--- src/rtl/breakout_pkg.sv ---
`default_nettype none
// ============================================================================
// Module      : breakout_pkg
// Description : Shared types and constants for the breakout rendering blocks:
//               draw FSM state encoding, default colours, coordinate width.
// Revision    : 1.0 - initial release
// ============================================================================
package breakout_pkg;

  // Width of every screen coordinate carried between stages
  localparam int c_coord_w = 10;

  // Default palette entries (3-bit RGB)
  localparam logic [2:0] c_bg_colour   = 3'b000;
  localparam logic [2:0] c_ball_colour = 3'b111;

  // Draw sequencer states
  typedef enum logic [1:0] {
    S_IDLE  = 2'd0,
    S_ERASE = 2'd1,
    S_DRAW  = 2'd2,
    S_DONE  = 2'd3
  } draw_state_t;

  // True when a coordinate sum (one bit wider than a coordinate, so it never
  // wraps) lies inside the visible range [0, limit)
  function automatic logic on_screen(input logic [c_coord_w:0] sum,
                                     input logic [c_coord_w:0] limit);
    return (sum < limit);
  endfunction

endpackage
`default_nettype wire

--- src/rtl/sprite_scan.sv ---
`default_nettype none
// ============================================================================
// Module      : sprite_scan
// Description : Row-major offset generator for an N x N sprite. A start pulse
//               rewinds to (0,0); each advance steps one pixel. last flags the
//               final offset (N-1, N-1). size_m1 = N-1, N in 1..16.
// Revision    : 1.0 - initial release
// ============================================================================
module sprite_scan (
  input  logic       clk,
  input  logic       reset,
  input  logic       start,
  input  logic       advance,
  input  logic [3:0] size_m1,
  output logic [3:0] dx,
  output logic [3:0] dy,
  output logic       last
);

  // Step column then row; start takes priority over advance
  always_ff @(posedge clk) begin
    if (reset || start) begin
      dx <= 4'd0;
      dy <= 4'd0;
    end else if (advance) begin
      if (dx == size_m1) begin
        dx <= 4'd0;
        dy <= dy + 4'd1;
      end else begin
        dx <= dx + 4'd1;
      end
    end
  end

  assign last = (dx == size_m1) && (dy == size_m1);

endmodule
`default_nettype wire

--- src/rtl/ball_draw_fsm.sv ---
`default_nettype none
// ============================================================================
// Module      : ball_draw_fsm
// Description : Renders each new ball position into the framebuffer: erases
//               the square at the previous position in BG_COLOUR, then draws
//               the square at the new position in BALL_COLOUR, one pixel
//               write per cycle. Off-screen pixels are suppressed without
//               changing latency.
//               Optional macro BALL_SKIP_STILL_EN: an unchanged position
//               skips erase/draw and completes straight away.
// Revision    : 1.0 - initial release
// ============================================================================
module ball_draw_fsm
  import breakout_pkg::*;
#(
  parameter int         BALL_SIZE   = 4,
  parameter int         SCREEN_W    = 160,
  parameter int         SCREEN_H    = 120,
  parameter logic [2:0] BG_COLOUR   = c_bg_colour,
  parameter logic [2:0] BALL_COLOUR = c_ball_colour
) (
  input  logic                 clk,
  input  logic                 reset,
  input  logic [c_coord_w-1:0] X,
  input  logic [c_coord_w-1:0] Y,
  input  logic                 pos_valid,
  output logic                 ready,
  output logic [c_coord_w-1:0] plot_x,
  output logic [c_coord_w-1:0] plot_y,
  output logic [2:0]           colour,
  output logic                 plot,
  output logic                 done
);

  localparam logic [3:0]         c_size_m1  = 4'(BALL_SIZE - 1);
  localparam logic [c_coord_w:0] c_screen_w = (c_coord_w + 1)'(SCREEN_W);
  localparam logic [c_coord_w:0] c_screen_h = (c_coord_w + 1)'(SCREEN_H);

  draw_state_t          r_state;
  logic [c_coord_w-1:0] r_new_x, r_new_y;
  logic [c_coord_w-1:0] r_old_x, r_old_y;
  logic                 r_have_old;

  logic                 w_accept;
  logic                 w_scan_start;
  logic                 w_scan_adv;
  logic [3:0]           w_dx, w_dy;
  logic                 w_last;
  logic [c_coord_w-1:0] w_base_x, w_base_y;
  logic [c_coord_w:0]   w_sum_x, w_sum_y;
  logic                 w_visible;

  // Only IDLE accepts; a busy-time pos_valid is simply dropped
  assign w_accept = pos_valid && (r_state == S_IDLE);

  // Rewind the scan on accept and again when erase hands over to draw
  assign w_scan_start = w_accept || ((r_state == S_ERASE) && w_last);
  assign w_scan_adv   = (r_state == S_ERASE) || (r_state == S_DRAW);

  sprite_scan u_scan (
    .clk     (clk),
    .reset   (reset),
    .start   (w_scan_start),
    .advance (w_scan_adv),
    .size_m1 (c_size_m1),
    .dx      (w_dx),
    .dy      (w_dy),
    .last    (w_last)
  );

  // Current pixel: erase works on the old square, draw on the new one
  assign w_base_x  = (r_state == S_ERASE) ? r_old_x : r_new_x;
  assign w_base_y  = (r_state == S_ERASE) ? r_old_y : r_new_y;
  assign w_sum_x   = {1'b0, w_base_x} + {{(c_coord_w - 3){1'b0}}, w_dx};
  assign w_sum_y   = {1'b0, w_base_y} + {{(c_coord_w - 3){1'b0}}, w_dy};
  assign w_visible = on_screen(w_sum_x, c_screen_w) && on_screen(w_sum_y, c_screen_h);

  // Sequencer with registered pixel-write outputs
  always_ff @(posedge clk) begin
    if (reset) begin
      r_state    <= S_IDLE;
      r_new_x    <= '0;
      r_new_y    <= '0;
      r_old_x    <= '0;
      r_old_y    <= '0;
      r_have_old <= 1'b0;
      ready      <= 1'b1;
      plot       <= 1'b0;
      done       <= 1'b0;
      plot_x     <= '0;
      plot_y     <= '0;
      colour     <= BG_COLOUR;
    end else begin
      unique case (r_state)
        S_IDLE: begin
          plot <= 1'b0;
          done <= 1'b0;
          if (w_accept) begin
            r_new_x <= X;
            r_new_y <= Y;
            ready   <= 1'b0;
`ifdef BALL_SKIP_STILL_EN
            if (r_have_old && (X == r_old_x) && (Y == r_old_y)) begin
              r_state <= S_DONE;
            end else if (r_have_old) begin
              r_state <= S_ERASE;
            end else begin
              r_state <= S_DRAW;
            end
`else
            if (r_have_old) begin
              r_state <= S_ERASE;
            end else begin
              r_state <= S_DRAW;
            end
`endif
          end
        end

        S_ERASE: begin
          plot_x <= w_sum_x[c_coord_w-1:0];
          plot_y <= w_sum_y[c_coord_w-1:0];
          colour <= BG_COLOUR;
          plot   <= w_visible;
          if (w_last) begin
            r_state <= S_DRAW;
          end
        end

        S_DRAW: begin
          plot_x <= w_sum_x[c_coord_w-1:0];
          plot_y <= w_sum_y[c_coord_w-1:0];
          colour <= BALL_COLOUR;
          plot   <= w_visible;
          if (w_last) begin
            r_state <= S_DONE;
          end
        end

        S_DONE: begin
          // First cycle here raises done (the last pixel write is still
          // being presented on entry); the second returns to IDLE
          plot <= 1'b0;
          if (!done) begin
            done       <= 1'b1;
            r_old_x    <= r_new_x;
            r_old_y    <= r_new_y;
            r_have_old <= 1'b1;
          end else begin
            done    <= 1'b0;
            ready   <= 1'b1;
            r_state <= S_IDLE;
          end
        end

        default: begin
          r_state <= S_IDLE;
          ready   <= 1'b1;
          plot    <= 1'b0;
          done    <= 1'b0;
        end
      endcase
    end
  end

endmodule
`default_nettype wire
--- config.mk ---
export PLATFORM = sky130hd
export DESIGN_NAME = ball_draw_fsm
export DESIGN_NICKNAME = d
export VERILOG_FILES = /design/src/rtl/breakout_pkg.sv /design/src/rtl/sprite_scan.sv /design/src/rtl/ball_draw_fsm.sv
export SDC_FILE = /design/constraint.sdc
export NUM_CORES = 1
export LEC_CHECK = 0
export CORE_ASPECT_RATIO = 1.1
export CORE_UTILIZATION = 59
export DETAILED_ROUTE_END_ITERATION = 10
export HOLD_SLACK_MARGIN = 0.05
export PLACE_DENSITY = 0.85
export SYNTH_ARGS = -nofsm -noshare
export SYNTH_HDL_FRONTEND = slang
export SYNTH_SLANG_ARGS = --single-unit
--- constraint.sdc ---
create_clock -name clk -period 9.55 [get_ports clk]
set_input_delay 1.91 -clock clk [delete_from_list [all_inputs] [get_ports clk]]
set_output_delay 1.91 -clock clk [all_outputs]
set_load 0.05 [all_outputs]
==> flow_summary.yaml, run 1 <==
yosys:
  seq_area_frac_synth_pct: 41.27
  synth.largest_area_cell: "sky130_fd_sc_hd__dfxtp_1"
  syn_inst: 438
  synth_area_um2: 3638
  synth.net_count: 477
  post_synth_most_frequent_cells: "95 x sky130_fd_sc_hd__nand2_1, 75 x sky130_fd_sc_hd__dfxtp_1, 53 x sky130_fd_sc_hd__a21oi_1, 42 x sky130_fd_sc_hd__nor2_1, 24 x sky130_fd_sc_hd__mux2i_1"
  post_synth_num_cell_types: 44
  syn_avg_cell_area_um2: 8.307
  synth_async_sr_flop_share_pct: 0
  synth_edf_count: 0
  synthesized_flop_and_latch_total: 75
  yosysMostFrequentCell: "sky130_fd_sc_hd__nand2_1"
  postSynth.topFlopCell: "sky130_fd_sc_hd__dfxtp_1"
  synth_top_area_share_pct: 41.27
  synthTopCellsByArea: "sky130_fd_sc_hd__dfxtp_1 41%, sky130_fd_sc_hd__nand2_1 9.8%, sky130_fd_sc_hd__a21oi_1 7.3%"
  synth.yosys.warnings: 0
sta:
  period_share_pct: 36.63
  fin_tns_setup_ns: 0
  worst_slew_margin_rel_pct: 20.58
  clock.fmax_ghz: 0.2859
  tightestPinTransition_ns: 1.191
  layout_setup_ws_ns: 6.052
  hold-worst-slack_ns: 0.4575
  setup-violations-final: 0
  timing_hold_violations_final: 0
  final_period_minus_worst_setup_slack_ns: 3.498
  timing.clock.skew_ns: 0.006402
  grt_setup_unrepaired: "false"
  final-max-slew-violation-count: 0
worst_hold_path:
  hold_path_class: "register to register"
  min_delay_worst_endpoint: "r_old_x[3]"
  hold_depth: 2
  hold_path.startpoint: "r_old_x[3]"
final_layout:
  combined_area_of_the_multi_input_logic_cells_um2: 1989
  fill_cells: 436
  final_layout_size_suffix_gt1_share_pct: 7.950
  layout.nets: 512
  insertedDiodeCount: 0
  area_growth_pct: 20.25
  seq_area_um2: 1501
  finalInstanceArea_um2: 4375
floorplan:
  die_h_um: 84.37
  floorplan.core_area_um2: 5842
  design.die.area_um2: 6486
  floorplan.io_pins: 49
  starting_density_of_the_core_pct: 62.28
  core.rowCount: 29
  die_x_um: 76.88
critical_path:
  critical_path_peak_fanout: 5
  critical_path.reg2reg.endpoint: "plot"
  cp_top_family: "buffers and inverters"
  cp.required_ns: 7.64
  critPathArrivalTime_ns: 1.59
  worst-r2r-setup-slack_ns: 6.12
  crit_type: "register to primary output"
  timing.critical_path.slowest_cell_delay_ns: 0.83
  crit_path_end_kind: "primary output"
  worstReg2RegStart: "r_state[0]"
  worstRegToRegCells: 12
  slowest_cell_on_the_critical_path: "sky130_fd_sc_hd__clkdlybuf4s50_1"
  worstPathCellList: "clkdlybuf4s50_1"
  cp-start-kind: "register"
  critical_path.n_buffers_inverters: 1
route:
  dr_total_vias: 3044
  drt_iter0_markers: 153
  vias_per_cell: 5.485
  pre_repair_dr_iteration_count: 4
  wire_per_inst_um: 13.79
  ant_nets: 0
  post-route-drc-count: 0
  route.final.wire_length_um: 7655
clock_tree:
  clock_sink_count: 75
  cts_repair_resize_count: 0
  cts-htree-levels: 3
  cts_max_path_buffers: 2
  hold_buffers: 0
  clkLatencyLatePin_ns: 0.35
  clk_pin_slew_worst_paths_ns: 0.08
  cts.repair_timing.setup_buffer_count: 0
  num_cts_buffers: 9
  tritoncts: "done"
  ctsRootBufferMaster: "sky130_fd_sc_hd__clkbuf_8"
global_routing:
  grt_overflow_total: 0
  first_global_vias: 2919
  antenna_found_initial: 0
  grt_util_all_layers_pct: 25.14
  grt_max_degree: 69
  grt_pass1_wl_um: 12910
placement:
  finalWeightedCongestion: 0.8598
  dpl_worst_slack_ns: 5.860
  post_dp_cell_area_um2: 4111
  port_buf_inserts: 48
  hpwl_um: 5386
outcome:
  outcome: "finished, final reports clean"
power:
  leakage_uw: 0.001600
  vdd_drop_max_mv: 0.1522
  power_density_nw_per_um2: 264.7
job:
  drv.max_cap_violation_count: 0
-- report_power, final --
| group | total [uW] | internal (uW) | switching (uW) |
|---|---|---|---|
| logic | 453 | 168 | 285 |
| registers | 392 | 357 | 34.7 |
| clock network | 314 | 199 | 115 |
| total | 1160 | 724 | 435 |
-- how the worst max path moves through the flow --
stage               startpoint            to  slack, ns  depth (start not counted)
finish                    done          done       6.05                          1
global route        r_state[1]          plot       5.96                         13
CTS                       done          done       6.04                          1
detailed placement   pos_valid  u_scan.dy[0]       5.86                          5
global placement     pos_valid  u_scan.dx[3]       5.92                          5
floorplan           r_state[1]          plot       6.09                         14
-- flip-flops by register name, summed over array words and instances (netlist names) --
| name | cells |
|---|---|
| plot_x | 10 |
| plot_y | 10 |
| r_new_x | 10 |
| r_new_y | 10 |
| r_old_x | 10 |
| r_old_y | 10 |
| u_scan.dx | 4 |
| u_scan.dy | 4 |
| r_state | 2 |
| colour | 1 |
| done | 1 |
| plot | 1 |
| r_have_old | 1 |
| ready | 1 |
-- cell families (layout without fill, tap and decap cells) --
| family | after synthesis | in the layout | synth area share (%) |
|---|---|---|---|
| simple gates | 174 | 174 | 20.63 |
| compound gates | 85 | 85 | 13.65 |
| flops | 75 | 75 | 41.27 |
| mux | 36 | 36 | 10.32 |
| buf+inv | 35 | 75 | 4.126 |
| xor+xnor | 17 | 17 | 4.092 |
| fa+ha+maj | 16 | 16 | 5.915 |
-- placed cells by master, fill, tap and decap left out, types with 11 or more instances in the layout --
cell and instances:
sky130_fd_sc_hd__a21oi_1 53, sky130_fd_sc_hd__mux2_2 12, sky130_fd_sc_hd__mux2i_1 24, sky130_fd_sc_hd__dfxtp_1 75, sky130_fd_sc_hd__o21ai_0 11, sky130_fd_sc_hd__ha_1 14
sky130_fd_sc_hd__clkdlybuf4s50_1 47, sky130_fd_sc_hd__nand2_1 95, sky130_fd_sc_hd__nor2_1 42
-- stage by stage --
step | total power (uW) | std cells | utilization, %
after CTS | 1163 | 555 | 74.90
final | 1158 | 555 | 74.90
after global placement | 839.1 | 539 | 70.38
after detailed placement | 851.3 | 539 | 70.38
after floorplan | 741.0 | 438 | -
after global routing | 1222 | 555 | 74.90
-- layout make-up --
type	instances	share of cell area [%]
Clock inverter	7	3.203
Tap cell	77	2.202
Timing Repair Buffer	50	11.21
Inverter	9	0.7721
Sequential cell	75	34.32
Clock buffer	9	2.831
Multi-Input combinational cell	328	45.47
-- layer usage --
| metal | part of all wire [%] | global-route usage, % | vias to the layer above | wire length [um] |
|---|---|---|---|---|
| met1 | 46 | 31.16 | 1413 | 3506 |
| met2 | 48 | 42.29 | 63 | 3676 |
| met5 | 0 | 0 | - | 0 |
| met3 | 4.5 | 4.130 | 12 | 347 |
| met4 | 1.6 | 12.24 | 0 | 125 |
| li1 | - | - | 1556 | - |
Power figures use the tool's default switching activity.
==> inputs of run 2 (changes only) <==
CORE_UTILIZATION = 55   (was 59)
PLACE_DENSITY = 0.8   (was 0.85)
clock period = 3.3 ns   (was 9.55 ns; I/O delays follow)
==> run 2 against run 1 <==
Compared with the run above:
- flip-flop and latch count did not move
- combinational power grew to 3.0 times the previous value
- highest routed layer unchanged
- worst hold slack got worse by 0.0025 ns
- critical path depth grew 9
- register-to-register slack got worse by 5.9 ns
- non-clock buffer count is 5 higher
==> flow_summary.yaml, run 2 (same netlist as run 1, synthesis figures left out) <==
clock_tree:
  cts-htree-levels: 3
  cts_max_path_buffers: 2
  num_cts_buffers: 9
  clkLatencyLatePin_ns: 0.35
  ctsRootBufferMaster: "sky130_fd_sc_hd__clkbuf_8"
  cts.repair_timing.setup_buffer_count: 0
  tritoncts: "done"
  clk_pin_slew_worst_paths_ns: 0.07
  clock_sink_count: 75
sta:
  clock.fmax_ghz: 0.3274
  timing_hold_violations_final: 0
  final-max-slew-violation-count: 0
  final_period_minus_worst_setup_slack_ns: 3.054
  setup-violations-final: 0
  worst_slew_margin_rel_pct: 35.08
  grt_setup_unrepaired: "false"
  timing.clock.skew_ns: 0.005696
  period_share_pct: 92.55
  tightestPinTransition_ns: 0.9695
  fin_tns_setup_ns: 0
  layout_setup_ws_ns: 0.2458
floorplan:
  die_x_um: 79.55
  floorplan.core_area_um2: 6269
  floorplan.io_pins: 49
  die_h_um: 87.31
  core.rowCount: 30
  starting_density_of_the_core_pct: 58.04
  design.die.area_um2: 6945
placement:
  port_buf_inserts: 48
  post_dp_cell_area_um2: 4164
  dpl_worst_slack_ns: 0.08071
  hpwl_um: 5785
  finalWeightedCongestion: 0.9291
critical_path:
  cp.required_ns: 3.57
  critPathArrivalTime_ns: 3.32
  worst-r2r-setup-slack_ns: 0.25
  crit_path_end_kind: "register"
  crit_type: "register to register"
  critical_path_peak_fanout: 10
  cp-start-kind: "register"
final_layout:
  insertedDiodeCount: 0
  most_frequent_cells_in_the_layout: "95 x sky130_fd_sc_hd__nand2_1, 74 x sky130_fd_sc_hd__dfxtp_1, 53 x sky130_fd_sc_hd__a21oi_1, 47 x sky130_fd_sc_hd__clkdlybuf4s50_1, 42 x sky130_fd_sc_hd__nor2_1"
  layout.nets: 517
  area_growth_pct: 20.77
  finalInstanceArea_um2: 4394
  layout_commonest_cell: "sky130_fd_sc_hd__nand2_1"
  final_layout_size_suffix_gt1_share_pct: 9.524
global_routing:
  first_global_vias: 2902
  antenna_found_initial: 0
  grt_util_all_layers_pct: 25.55
  grt_pass1_wl_um: 13430
  grt_max_degree: 40
  grt_overflow_total: 0
route:
  post-route-drc-count: 0
  drt_iter0_markers: 152
  dr_total_vias: 3071
  vias_per_cell: 5.455
  route.final.wire_length_um: 8014
  wire_per_inst_um: 14.23
  ant_nets: 0
  pre_repair_dr_iteration_count: 4
power:
  leakage_uw: 0.001621
  vdd_drop_max_mv: 0.4861
  power_density_nw_per_um2: 745.8
  report.power.total_uw: 3277
worst_hold_path:
  hold_path_class: "register to register"
job:
  drv.max_cap_violation_count: 0
outcome:
  outcome: "finished, final reports clean"
-- run 2: final timing paths --
path	start	endpoint	cells after the start
worst max-delay path	r_state[0]	plot	10
worst min-delay path	r_old_y[4]	r_old_y[4]	2
worst max register to register	r_state[0]	plot	10
worst min register to register	r_old_y[4]	r_old_y[4]	2
-- run 2: stage by stage --
stage | hold WS (ns) | utilization (%) | std cells
floorplan | 0.4329 | - | 438
global placement | 0.4390 | 66.43 | 547
detailed placement | 0.4463 | 66.43 | 547
CTS | 0.4561 | 70.06 | 563
global route | 0.4773 | 70.10 | 563
finish | 0.4550 | 70.10 | 563
-- run 2: final cells by class --
| cell class | instances | area (um^2) |
|---|---|---|
| Inverter | 9 | 33.78 |
| Multi-Input combinational cell | 328 | 2002 |
| Clock inverter | 4 | 72.57 |
| Sequential cell | 75 | 1503 |
| Clock buffer | 12 | 155.1 |
| Tap cell | 80 | 100.1 |
| Fill cell | 470 | 1874 |
| Timing Repair Buffer | 55 | 528.0 |
-- run 2: what timing repair did --
item                       4_1_cts  5_1_grt
setup endpoints to repair        0        1
hold endpoints to repair         0        0
resized for setup                0        1
hold buffers                     0        0
-- run 2: layer usage --
| layer | part of all wire [%] | global-route usage [%] |
|---|---|---|
| met3 | 5.8 | 6.806 |
| met2 | 48 | 41.65 |
| met1 | 44 | 32.01 |
| met5 | 0 | 0 |
| met4 | 2.0 | 9.917 |
-- run 2: report_power, final --
| part | switching (uW) | leakage, uW | total [uW] | internal (uW) |
|---|---|---|---|---|
| Sequential | 101 | 0.000610 | 1130 | 1030 |
| Combinational | 844 | 0.000899 | 1350 | 508 |
| Clock | 324 | 0.000113 | 790 | 466 |
| Total | 1270 | 0.00162 | 3280 | 2010 |
-- run 2: critical path, stage by stage, from the launching register on --
cell and delay (ns):
sky130_fd_sc_hd__dfxtp_1 0.40, sky130_fd_sc_hd__ha_2 0.36, sky130_fd_sc_hd__buf_4 0.19, sky130_fd_sc_hd__mux2_2 0.34, sky130_fd_sc_hd__ha_1 0.37, sky130_fd_sc_hd__nand2b_4 0.07, sky130_fd_sc_hd__a211oi_2 0.31, sky130_fd_sc_hd__o21ai_1 0.13
sky130_fd_sc_hd__xor2_1 0.17, sky130_fd_sc_hd__a2111o_1 0.40, sky130_fd_sc_hd__nor4_2 0.23
